**config.mk**
```make
export PLATFORM = sky130hd
export DESIGN_NAME = bch_decode_scheduler
export DESIGN_NICKNAME = d
export VERILOG_FILES = /design/src/rtl/bch_decode_scheduler.sv
export SDC_FILE = /design/constraint.sdc
export NUM_CORES = 1
export LEC_CHECK = 0
export CORE_MARGIN = 5
export CORE_UTILIZATION = 57
export CTS_BUF_LIST = sky130_fd_sc_hd__clkbuf_16
export DETAILED_ROUTE_END_ITERATION = 8
export PLACE_DENSITY = 0.84
export RECOVER_POWER = 25
export SYNTH_ARGS = -nofsm -noshare
export SYNTH_HDL_FRONTEND = slang
export SYNTH_SLANG_ARGS = --single-unit
export TNS_END_PERCENT = 5
```
**constraint.sdc**
```tcl
create_clock -name clk -period 7.2 [get_ports clk]
set_clock_uncertainty 0.2 [all_clocks]
set_input_delay 1.44 -clock clk [delete_from_list [all_inputs] [get_ports clk]]
set_output_delay 1.44 -clock clk [all_outputs]
set_load 0.005 [all_outputs]
```
**src/rtl/bch_decode_scheduler.sv**
```systemverilog
// BCH(15,7,t=2) decode sequencer: round-robin intake from two requesters, registered
// syndrome and locator stages, serial 15-step Chien search, and a held result port.
module bch_decode_scheduler #(
  parameter bit SKIP_CLEAN = 1'b1,
  parameter int CNT_W      = 16
) (
  input  logic             clk,
  input  logic             rst,
  input  logic [1:0]       req_valid,
  input  logic [1:0][14:0] req_cw,
  output logic [1:0]       req_ready,
  output logic             out_valid,
  input  logic             out_ready,
  output logic             out_tag,
  output logic [14:0]      out_cw,
  output logic [6:0]       out_msg,
  output logic [1:0]       out_nerr,
  output logic             out_fail,
  output logic             busy,
  output logic [CNT_W-1:0] cnt_decoded,
  output logic [CNT_W-1:0] cnt_failed
);

  typedef enum logic [2:0] {IDLE, SYND, LOC, SEARCH, DONE} state_t;

  localparam logic [3:0] ALPHA [0:14] = '{4'h1, 4'h2, 4'h4, 4'h8, 4'h3, 4'h6, 4'hC, 4'hB,
                                          4'h5, 4'hA, 4'h7, 4'hE, 4'hF, 4'hD, 4'h9};

  function automatic logic [3:0] gf_mul(input logic [3:0] a, input logic [3:0] b);
    logic [3:0] p;
    logic [3:0] x;
    p = 4'h0;
    x = a;
    for (int k = 0; k < 4; k++) begin
      if (b[k]) p = p ^ x;
      x = {x[2:0], 1'b0} ^ (x[3] ? 4'b0011 : 4'b0000);
    end
    return p;
  endfunction

  // a^14 == a^-1 in GF(16); maps 0 to 0, which never matters since num/0 is not taken.
  function automatic logic [3:0] gf_inv(input logic [3:0] a);
    logic [3:0] a2, a4, a8;
    a2 = gf_mul(a, a);
    a4 = gf_mul(a2, a2);
    a8 = gf_mul(a4, a4);
    return gf_mul(gf_mul(a8, a4), a2);
  endfunction

  state_t state_reg, state_next;
  logic [1:0]  grant;
  logic        last_reg, tag_reg, lfail_reg;
  logic [14:0] rx_reg, mask_reg;
  logic [3:0]  s1_reg, s3_reg, sigma1_reg, sigma2_reg, step_reg;
  logic [1:0]  exp_reg, roots_reg;

  logic [3:0] s1_term [15];
  logic [3:0] s3_term [15];
  logic [3:0] s1_calc, s3_calc, num_calc, sigma2_calc, neg_pow, chien_eval;
  logic [3:0] neg_idx;
  logic       clean_calc, lfail_calc, done_fail;

  for (genvar gi = 0; gi < 15; gi++) begin : g_synd
    assign s1_term[gi] = rx_reg[gi] ? ALPHA[gi] : 4'h0;
    assign s3_term[gi] = rx_reg[gi] ? ALPHA[(3 * gi) % 15] : 4'h0;
  end

  always_comb begin
    s1_calc = 4'h0;
    s3_calc = 4'h0;
    for (int k = 0; k < 15; k++) begin
      s1_calc = s1_calc ^ s1_term[k];
      s3_calc = s3_calc ^ s3_term[k];
    end
  end

  always_comb begin
    num_calc    = s3_reg ^ gf_mul(s1_reg, gf_mul(s1_reg, s1_reg));
    sigma2_calc = (num_calc == 4'h0) ? 4'h0 : gf_mul(num_calc, gf_inv(s1_reg));
    clean_calc  = (s1_reg == 4'h0) && (s3_reg == 4'h0);
    lfail_calc  = (s1_reg == 4'h0) && (s3_reg != 4'h0);
  end

  // sigma(x) evaluated at alpha^-i; a zero marks bit i as an error position.
  always_comb begin
    neg_idx    = (step_reg == 4'd0) ? 4'd0 : 4'd15 - step_reg;
    neg_pow    = ALPHA[neg_idx];
    chien_eval = 4'h1 ^ gf_mul(sigma1_reg, neg_pow) ^ gf_mul(sigma2_reg, gf_mul(neg_pow, neg_pow));
    done_fail  = lfail_reg || (roots_reg != exp_reg);
  end

  always_comb begin
    grant = 2'b00;
    if (state_reg == IDLE) begin
      case (req_valid)
        2'b01:   grant = 2'b01;
        2'b10:   grant = 2'b10;
        2'b11:   grant = last_reg ? 2'b01 : 2'b10;
        default: grant = 2'b00;
      endcase
    end
    req_ready = grant;
    busy      = (state_reg != IDLE);
    out_msg   = out_cw[14:8];
  end

  always_comb begin
    state_next = state_reg;
    case (state_reg)
      IDLE:    if (grant != 2'b00) state_next = SYND;
      SYND:    state_next = LOC;
      LOC:     state_next = (SKIP_CLEAN && (clean_calc || lfail_calc)) ? DONE : SEARCH;
      SEARCH:  if (step_reg == 4'd14) state_next = DONE;
      DONE:    if (out_valid && out_ready) state_next = IDLE;
      default: state_next = IDLE;
    endcase
  end

  always_ff @(posedge clk) begin
    if (rst) begin
      state_reg   <= IDLE;
      last_reg    <= 1'b1;
      tag_reg     <= 1'b0;
      rx_reg      <= '0;
      s1_reg      <= '0;
      s3_reg      <= '0;
      sigma1_reg  <= '0;
      sigma2_reg  <= '0;
      exp_reg     <= '0;
      lfail_reg   <= 1'b0;
      step_reg    <= '0;
      roots_reg   <= '0;
      mask_reg    <= '0;
      out_valid   <= 1'b0;
      out_tag     <= 1'b0;
      out_cw      <= '0;
      out_nerr    <= '0;
      out_fail    <= 1'b0;
      cnt_decoded <= '0;
      cnt_failed  <= '0;
    end else begin
      state_reg <= state_next;
      case (state_reg)
        IDLE: begin
          if (grant != 2'b00) begin
            rx_reg   <= req_cw[grant[1]];
            tag_reg  <= grant[1];
            last_reg <= grant[1];
          end
        end
        SYND: begin
          s1_reg <= s1_calc;
          s3_reg <= s3_calc;
        end
        LOC: begin
          sigma1_reg <= s1_reg;
          sigma2_reg <= sigma2_calc;
          exp_reg    <= clean_calc ? 2'd0 : ((sigma2_calc == 4'h0) ? 2'd1 : 2'd2);
          lfail_reg  <= lfail_calc;
          step_reg   <= '0;
          roots_reg  <= '0;
          mask_reg   <= '0;
        end
        SEARCH: begin
          if (chien_eval == 4'h0) begin
            mask_reg[step_reg] <= 1'b1;
            if (roots_reg != 2'd3) roots_reg <= roots_reg + 2'd1;
          end
          step_reg <= step_reg + 4'd1;
        end
        DONE: begin
          if (!out_valid) begin
            out_valid <= 1'b1;
            out_tag   <= tag_reg;
            out_fail  <= done_fail;
            out_cw    <= done_fail ? rx_reg : (rx_reg ^ mask_reg);
            out_nerr  <= done_fail ? 2'd0 : roots_reg;
          end else if (out_ready) begin
            out_valid <= 1'b0;
            if (cnt_decoded != {CNT_W{1'b1}}) cnt_decoded <= cnt_decoded + CNT_W'(1);
            if (out_fail && (cnt_failed != {CNT_W{1'b1}})) cnt_failed <= cnt_failed + CNT_W'(1);
          end
        end
        default: ;
      endcase
    end
  end

endmodule

```
==> summary.txt, run 1 <==
Status: finished, violations left
Failing checks: max-capacitance violations, max-slew violations
Drt first-iter violations: 510
Cells after synthesis: 1,021
Most numerous cell in the Yosys netlist: nor2_1
Final hold violations: 0
Crit path DAT: 6600 ps
CTS Sinks: 112
Core Rows: 43
Share of the synthesized area in the top cell type: 27.97%
1st-pass router iterations: 5
GRT Overall Usage: 23.12%
DRC: 0
Syn nets: 1,076
Final setup margin: 629.8 ps
R2r startpoint: s1_reg[0]
Worst hold path stage count: 2
Fin crit share: 91.25%
Vias in the first global route: 6,731
Worst R2R Path Depth: 25
Ranking of synthesized cells by area: dfxtp_1, xnor2_1, nor2_1
Vias: 7,192
CP Class: flip-flop to flip-flop
CP dominant cell by count: ha_1
H-tree Lvls: 3
Worst endpoint required time: 7230 ps
Dpl cells: 1,246
Adder-Cell Fraction of Synth Area: 3.122%
RSZ-0062 raised after global routing: no
Largest net degree at the start of global routing: 95
Dominant synthesized flop cell: dfxtp_1
Hold path start: lfail_reg
P_leak: 3.418 nW
R2r setup slk: 630 ps
EDFF count, synth: 0
CTS Buf Count: 9
CTS tree: built
Worst R2R End: exp_reg[1]
Setup crit end kind: flip-flop
First-pass GRT wire length: 31,970 um
Synth Area in Compound Gates: 17.64%
Peak VDD IR: 0.2880 mV
Hold Crit Endpoint: lfail_reg
Seq/Total Area, Yosys: 27.97%
Initial antenna violation count: 0
Fin nets: 1,136
CP peak stage delay: 390 ps
Setup WS pre-CTS: 363.9 ps
Synth area leader: dfxtp_1
Die Height: 128.6 um
Reg clk slew, reported paths: 70 ps
Setup TNS: 0 ps
Regs by FF count: cnt_decoded: 16 flops, cnt_failed: 16 flops
Fin. max-slew vios: 95
Total congestion overflow: 0
Area grow syn2layout: 16.86%
Hold_buf cts: 0
Top Ports: 97
Die span in x: 128.6 um
Area share of and/or/nand/nor cells after synthesis: 23.51%
# diodes: 0
Final critical-path required period: 6570 ps
Via density: 5.681
Non-filler cells, final: 1,266
Worst rel slew slack: -166.6%
FFs w/ async S/R, synth: 0%
Synth top cells by count: nor2_1, nand2_1, dfxtp_1
Share of cells above drive strength 1: 6.906%
Worst-skew pair later-pin latency: 360 ps
HPWL Detailed: 14,100 um
Yosys cell types: 86
Worst slew pin tran: 3999 ps
Syn Area/Cell: 7.852 sq um
Drt wl/cell: 15.17 um
Max Cap Viol: 1
CORE AREA: 13,830 sq um
Max Fanout on Critical Path: 10
Mapped Area: 8016 sq um
Hold crit path type: flip-flop to flip-flop
Routed WL: 19,200 um
Clock buffer depth: 2
Die area: 16,540 sq um
Synth warn: 0
Post-DRT Antenna Nets: 0
Fmax: 0.1522 GHz
I/O Buffers: 96
Initial core utilization: 57.98%
Setup violators final: 0
P per Cell Area: 501.9 nW/um^2
RD Place Congestion: 0.9140
Largest family of logic cells by synthesized area: simple AND/OR/NAND/NOR gates
Critical Path Start Type: flip-flop
Seq cells post-synth: 112
Post-synthesis mux area share: 3.574%
Slowest CP cell: or3_1
Synth Area in XOR/XNOR: 18.75%
CTS root buf: clkbuf_16
worst max-delay path: cells and delay by family, from the launching register on:
kind            cells  cell delay (ps)
buf+inv             4              610
flops               1              340
compound gates      3              890
xor+xnor            3              750
simple gates        9             1800
mux                 3              970
fa+ha+maj           3              870
through the flow:
| stage | area (sq um) | hold WS [ps] | utilization, % | total power, mW |
|---|---|---|---|---|
| floorplan | 8016 | 232.6 | - | 3.496 |
| global placement | 9005 | 252.4 | 65.13 | 4.089 |
| detailed placement | 9005 | 260.2 | 65.13 | 4.133 |
| CTS | 9321 | 272.6 | 67.41 | 4.666 |
| global route | 9368 | 291.1 | 67.75 | 5.095 |
| finish | 9368 | 274.2 | 67.75 | 4.701 |
logic make-up after synthesis:
| logic type | count (synthesis) |
|---|---|
| AND/OR/NAND/NOR | 410 |
| multiplexers | 21 |
| buffers and inverters | 99 |
| adder cells (fa/ha/maj) | 20 |
| AO/OA/AOI/OAI | 203 |
| flip-flops | 112 |
| XOR/XNOR | 156 |
metal layers:
metal  vias up  wire, um  GRT usage [%]  part of all wire [%]
li1       3657         -              -                     -
met4         0       458          7.103                   2.4
met5         -         0              0                     0
met3        29      1001          4.359                   5.2
met1      3325      8775          31.32                    46
met2       181      8963          37.60                    47
power by group:
part	total [mW]	switching, mW	internal (mW)
registers	0.873	0.148	0.725
logic	3.31	1.89	1.42
clock network	0.517	0.240	0.277
worst max path at each step:
stage / from / endpoint / depth (start not counted)
finish: s1_reg[0] / exp_reg[1] / 25
global placement: s1_reg[3] / exp_reg[1] / 25
floorplan: s1_reg[0] / exp_reg[1] / 27
detailed placement: s1_reg[3] / exp_reg[1] / 25
CTS: s1_reg[3] / exp_reg[1] / 25
global route: s1_reg[3] / exp_reg[1] / 25
cell usage in the layout, fill, tap and decap left out, types with 3 or more instances in the layout:
cell type and instances:
nor2_1 136, nand2_1 130, dfxtp_1 112, clkdlybuf4s50_1 92
xnor2_1 89, xor2_1 56, a21oi_1 53, nand3_1 39
a211oi_1 32, inv_1 30, o21ai_0 27, ha_1 20
buf_4 18, nor3_1 16, a311oi_1 15, nor2b_1 12
nand4_1 12, and2_1 10, mux2i_1 10, or3_1 10
clkbuf_16 9, o211ai_1 8, a31oi_1 8, nand2b_1 7
and3_1 7, o22ai_1 6, mux4_2 5, or2_2 5
xnor3_1 5, o221ai_1 5, a21o_1 5, o211a_1 4
o21ai_1 4, nor4_1 4, and4_1 4, nor3_2 3
a211o_1 3, mux2_2 3, dlygate4sd3_1 3
what timing repair did:
action                                  CTS  global route
endpoints found under the setup margin    0             3
setup buffers                             0             4
endpoints found under the hold margin     0             0
gates resized for setup                   0             2
layout make-up:
cell class / count / area (sq um)
well taps: 180 / 225.2
fillers: 1121 / 4459
flip-flops and latches: 112 / 2242
repair buffers: 115 / 1095
clock inverters: 7 / 91.34
inverters: 33 / 123.9
multi-input cells: 810 / 5365
clock buffers: 9 / 225.2
Note: power is estimated with default switching activity, not from simulation.
==> run 2, diff against run 1 <==
Settings changed: CAP_MARGIN from default to 20, CORE_UTILIZATION 57 to 58, PLACE_DENSITY 0.84 to 0.86.
Clock period 7.2 ns to 8.18 ns, I/O delays scaled along.
==> summary.txt, run 2 (synthesis gave the netlist of run 1 again) <==
Status: finished, violations left
Failing checks: max-capacitance violations, max-slew violations
Worst-skew pair later-pin latency: 350 ps
R2r startpoint: s1_reg[0]
Die span in x: 127.6 um
Hold_buf cts: 0
Total congestion overflow: 0
Setup crit end kind: flip-flop
Slowest CP cell: dfxtp_1
CTS Sinks: 112
Vias in the first global route: 6,652
Worst R2R End: exp_reg[1]
Crit path capture: exp_reg[1]
WP buf/inv: 3
I/O Buffers: 96
P per Cell Area: 445.2 nW/um^2
Drt first-iter violations: 542
Fin crit share: 92.63%
Worst rel slew slack: -173.2%
Crit path DAT: 7610 ps
Die area: 16,270 sq um
Max Fanout on Critical Path: 13
H-tree Lvls: 3
Drt wl/cell: 15.70 um
Setup Fix Bufs, Post-CTS: 0
Initial core utilization: 58.43%
CTS tree: built
Dpl cells: 1,236
Vias: 7,295
Fin nets: 1,124
Fmax: 0.1320 GHz
Most frequent cells in the layout: nor2_1, nand2_1, dfxtp_1
Max Cap Viol: 1
Peak VDD IR: 0.2479 mV
R2r setup slk: 600 ps
Crit path from: s1_reg[0]
Setup violators final: 0
Post-route cell area: 9253 sq um
Via density: 5.817
Critical Path Start Type: flip-flop
CORE AREA: 13,720 sq um
Top Ports: 97
Resize count post-CTS: 0
First-pass GRT wire length: 31,840 um
# diodes: 0
RD Place Congestion: 0.9456
Clock buffer depth: 2
CTS Buf Count: 9
CP dominant cell by count: ha_1
Setup TNS: 0 ps
Core Rows: 43
Worst R2R Path Depth: 26
Share of cells above drive strength 1: 5.959%
Post-DRT Antenna Nets: 0
RSZ-0062 raised after global routing: no
Routed WL: 19,690 um
HPWL Detailed: 14,310 um
CTS root buf: clkbuf_16
Worst endpoint required time: 8220 ps
Placed Area: 8930 sq um
GRT Overall Usage: 23.27%
Largest net degree at the start of global routing: 95
Area grow syn2layout: 15.42%
Commonest non-fill, non-tap cell in the layout: nor2_1
Total power: 4.120 mW
CP Class: flip-flop to flip-flop
Final hold violations: 0
Non-filler cells, final: 1,254
Worst slew pin tran: 4098 ps
Critical path's top delay family: compound AO/OA/AOI/OAI gates
Initial antenna violation count: 0
DRC: 0
Reg clk slew, reported paths: 80 ps
Hold crit path type: flip-flop to flip-flop
WP depth: 26
1st-pass router iterations: 5
P_leak: 3.351 nW
CP peak stage delay: 650 ps
Regs by FF count: cnt_decoded: 16 flops, cnt_failed: 16 flops
Final critical-path required period: 7577 ps
Fin. max-slew vios: 95
Die Height: 127.6 um
[run 2: layer usage]
layer / part of all wire [%] / vias up / wire, um / track usage, %
li1: - / 3636 / - / -
met1: 44 / 3412 / 8695 / 30.44
met2: 48 / 214 / 9530 / 39.70
met3: 5.9 / 33 / 1171 / 4.599
met4: 1.5 / 0 / 294 / 5.426
met5: 0 / - / 0 / 0
[run 2: worst register-to-register path, cell delays in order, from the launching register on]
cell and delay, ps:
dfxtp_1 650, ha_1 430, and2_1 350, xor2_2 520, clkinv_1 450, ha_1 470
xor2_1 220, a21oi_2 90, o21ai_1 270, and2_1 340, inv_2 130, ha_1 210
nor2_1 100, buf_4 190, nor2_1 80, nor2b_1 130, a21oi_1 70, a311o_1 360
a2111oi_2 370, a211oi_1 150, xnor2_2 330, nor3_1 110, a21oi_2 160, o221ai_2 120
xor2_1 230, mux2_4 330, o41a_1 400
[run 2: stage by stage]
stage	util, %	setup slack [ps]	hold WS (ps)
after floorplan	-	1698	232.6
after global placement	65.09	966.1	243.6
after detailed placement	65.09	708.2	257.7
after CTS	67.26	660.8	268.3
after global routing	67.44	15.10	296.4
final	67.44	602.6	265.7
[run 2: worst min-delay path by stage]
stage                     startpoint  cells after the start         to
after floorplan            lfail_reg                      2  lfail_reg
after global placement       tag_reg                      2    tag_reg
after detailed placement     tag_reg                      2    tag_reg
after CTS                    tag_reg                      2    tag_reg
after global routing         tag_reg                      2    tag_reg
final                        tag_reg                      2    tag_reg
[run 2: cell type report]
| cell class | instances | area [sq um] |
|---|---|---|
| Clock buffer | 9 | 225.2 |
| Multi-Input combinational cell | 810 | 5345 |
| Sequential cell | 112 | 2242 |
| Tap cell | 180 | 225.2 |
| Clock inverter | 7 | 72.57 |
| Timing Repair Buffer | 103 | 1018 |
| Fill cell | 1086 | 4467 |
| Inverter | 33 | 123.9 |
[run 2: power breakdown]
part	switching, mW	internal [mW]	total [mW]
Sequential	0.154	0.638	0.792
Combinational	1.67	1.22	2.89
Clock	0.221	0.217	0.438
Total	2.04	2.08	4.12
==> run 3, diff against run 2 <==
Settings changed: CORE_UTILIZATION 58 to 52, PLACE_DENSITY 0.86 to 0.81.
Clock period 8.18 ns to 6.8 ns, I/O delays scaled along.
==> summary.txt, run 3 (synthesis gave the netlist of run 1 again) <==
Fin nets: 1,133
Hold crit path type: flip-flop to flip-flop
Top Ports: 97
Most frequent cells in the layout: nor2_1, nand2_1, dfxtp_1
Setup violators final: 0
Setup Fix Bufs, Post-CTS: 0
Area grow syn2layout: 16.36%
CP Class: flip-flop to flip-flop
Drt first-iter violations: 523
CTS root buf: clkbuf_16
Fmax: 0.1579 GHz
Final critical-path required period: 6334 ps
H-tree Lvls: 3
Failing checks: max-capacitance violations, max-slew violations
Max Fanout on Critical Path: 9
Regs by FF count: cnt_decoded: 16 flops, cnt_failed: 16 flops
Worst-skew pair later-pin latency: 340 ps
Drt wl/cell: 15.14 um
First-pass GRT wire length: 33,210 um
Die area: 18,000 sq um
Max Cap Viol: 2
Setup TNS: 0 ps
# diodes: 0
CTS Sinks: 112
Vias: 7,212
Share of cells above drive strength 1: 6.741%
Worst endpoint required time: 6830 ps
RSZ-0062 raised after global routing: no
Post-DRT Antenna Nets: 0
I/O Buffers: 96
Final hold violations: 0
Peak VDD IR: 0.2955 mV
1st-pass router iterations: 5
Worst R2R End: exp_reg[1]
Critical Path Start Type: flip-flop
Initial antenna violation count: 0
Reg clk slew, reported paths: 80 ps
Worst slew pin tran: 2525 ps
Setup crit end kind: flip-flop
P_leak: 3.390 nW
Crit path DAT: 6360 ps
Worst hold path stage count: 2
R2r startpoint: s1_reg[3]
Initial core utilization: 52.93%
CTS tree: built
GRT Overall Usage: 21.59%
Fin crit share: 93.15%
R2r setup slk: 470 ps
Hold path start: tag_reg
Worst R2R Path Depth: 26
Largest net degree at the start of global routing: 60
Vias in the first global route: 6,926
Status: finished, violations left
DRC: 0
Hold_buf cts: 0
CTS Buf Count: 9
Hold Slack: 259.3 ps
Commonest non-fill, non-tap cell in the layout: nor2_1
Total congestion overflow: 0
Routed WL: 19,250 um
Worst rel slew slack: -68.34%
Core Rows: 45
CORE AREA: 15,150 sq um
Fin. max-slew vios: 97
Die Height: 134.2 um
P per Cell Area: 534.3 nW/um^2
HPWL Detailed: 14,420 um
Hold Crit Endpoint: tag_reg
Via density: 5.674
Clock buffer depth: 2
Die span in x: 134.2 um
RD Place Congestion: 0.8691
Resize count post-CTS: 0
## run 3: cell types whose count changed in the layout (fill, tap and decap cells not counted), sizes merged
cell and delta:
buf +8, clkbuf +1, clkdlybuf4s50 +1, clkinv +1
clkinvlp -1, dlygate4sd3 -1
## run 3: area by class of cell
class | instances | area, sq um
clock inverters | 7 | 81.33
multi-input cells | 810 | 5349
fillers | 1294 | 5818
flip-flops and latches | 112 | 2242
clock buffers | 9 | 225.2
repair buffers | 112 | 1071
inverters | 33 | 123.9
well taps | 188 | 235.2
## run 3: worst max-delay path by stage
stage	from	to	slack, ps
detailed placement	s1_reg[0]	exp_reg[1]	360
CTS	s1_reg[0]	exp_reg[1]	320
finish	s1_reg[3]	exp_reg[1]	470
global placement	s1_reg[3]	exp_reg[1]	540
floorplan	s1_reg[0]	exp_reg[1]	320
global route	s1_reg[0]	exp_reg[1]	20
## run 3: worst max-delay path, cell delays in order (launching register included)
cell	delay, ps
dfxtp_1	340
buf_4	170
ha_1	190
mux2i_2	310
xor2_2	200
clkinv_1	130
ha_1	350
xor2_1	230
a21oi_2	90
o21ai_1	280
and2_2	290
inv_2	100
ha_1	210
nor2_2	260
buf_4	210
nor2_1	50
a211oi_1	300
o21ai_1	220
a22o_1	250
a22o_1	190
nand3_1	100
nand2_1	140
or2_1	270
o221ai_2	170
xor2_1	220
mux2_4	340
o41a_1	390
## run 3: metal layers
metal	GRT usage, %	vias up	part of all wire [%]
li1	-	3637	-
met1	29.08	3349	45
met2	36.40	206	48
met3	3.451	20	5.6
met4	5.204	0	1.4
met5	0	-	0
## run 3: metrics by stage
step           worst slack [ps]  utilization (%)  std cells  power [mW]  cell area [sq um]
2_1_floorplan             317.8                -       1021       3.702               8016
3_3_place_gp              538.2            59.52       1254       4.348               9015
3_5_place_dp              355.4            59.52       1254       4.389               9015
4_1_cts                   318.6            61.54       1270       4.939               9321
5_1_grt                   20.73            61.59       1271       5.422               9328
6_report                  465.6            61.59       1271       4.984               9328
## run 3: where the power goes
part           total [mW]  switching (mW)  internal, mW
registers           0.926           0.159         0.767
clock network       0.532           0.267         0.265
logic                3.53            2.03          1.50
total                4.98            2.45          2.53
==> RTL change, RTL diff (flow settings as in run 3) <==
The parameter `SKIP_CLEAN` goes from 1'b1 to 1'b0.
--- a/src/rtl/bch_decode_scheduler.sv
+++ b/src/rtl/bch_decode_scheduler.sv
@@ -2,5 +2,5 @@
 // syndrome and locator stages, serial 15-step Chien search, and a held result port.
 module bch_decode_scheduler #(
-  parameter bit SKIP_CLEAN = 1'b1,
+  parameter bit SKIP_CLEAN = 1'b0,
   parameter int CNT_W      = 16
 ) (
Function: changed (Yosys sat finds a counterexample within 10 cycles, from zero or initial values and one cycle with rst high).
==> RTL change against run 3 <==
The run still ends with max-capacitance violations, max-slew violations left. Final area decreased by 3.2%. Sequential cell count unchanged. Critical path type unchanged. Routed wire length is 3.0% lower. Die area shrank 3.6%. Area after synthesis shrank 3.9%. Worst setup slack worse by 0.049 ns.
Power is not compared: it rests on default switching activity, and its combinational part moved more than twofold at a synthesized area within 25%.
==> RTL change: results <==
group,metric,value,unit
outcome,status,"finished, violations left",
outcome,violations,"max-capacitance violations, max-slew violations",
timing,slew_violations,94,
timing,max_freq,157,MHz
yosys,synth_compound_area_frac,0.171,
place,numPlacedInstances,1211,
worst_setup_path,cp_top_family,"XOR/XNOR gates",
layout,nNonClkBuffers,109,
layout,seq_share,0.249,
flow_run,max_cap_viol_count,1,
worst_setup_path,path_max_fanout,10,
yosys,synth.distinct_cells,82,
worst_setup_path,cpPeakStageDelay,0.46,ns
worst_setup_path,rr_worst_depth,23,
layout,fill_cells,1275,
worst_setup_path,cp_slowest_cell,"xnor3_1",
timing,worst-slew-pin-transition,4.06,ns
layout,finish.net_count,1095,
grt,grt_usage,0.207,
place,placed_cell_area,0.00872,mm²
place,place_ws,0.344,ns
worst_setup_path,crit_arrival,6.42,ns
layout,layout-drive-gt1-share,0.0660,
place,gp_congestion,0.938,
yosys,syn_nets,1032,
yosys,seq_area_frac_synth,0.291,
yosys,synthTopCellsByArea,"dfxtp_1 (29%), xnor2_1 (8.9%), nor2_1 (6.9%)",
routing,first_iter_violations,745,
routing,via_count,6944,
grt,grt_pass1_wl,31000,µm
[RTL change: cell types whose count changed after synthesis, moves of 5 or more]
cell	run 3	this run
a21oi_1	53	46
and2_1	10	4
buf_2	7	1
nand2_1	130	140
nand3_1	39	24
nor2_1	137	142
nor2b_1	12	4
xnor2_1	89	78
[RTL change: power breakdown]
part	total [W]	switching, W	internal, W
clock network	0.000503	0.000250	0.000252
registers	0.000734	0.0000465	0.000687
logic	0.00137	0.000755	0.000614
[RTL change: through the flow]
step / hold WS (ns) / utilization
5_1_grt: 0.280 / 0.621
6_report: 0.257 / 0.621
3_3_place_gp: 0.242 / 0.600
3_5_place_dp: 0.250 / 0.600
4_1_cts: 0.260 / 0.619
2_1_floorplan: 0.232 / -
[RTL change: metal layers]
metal / track usage / routed length [µm] / up-vias
met4: 0.0486 / 208 / 0
met2: 0.334 / 8490 / 202
met1: 0.284 / 8710 / 3224
met3: 0.0466 / 1270 / 18
met5: 0 / 0 / -
li1: - / - / 3500
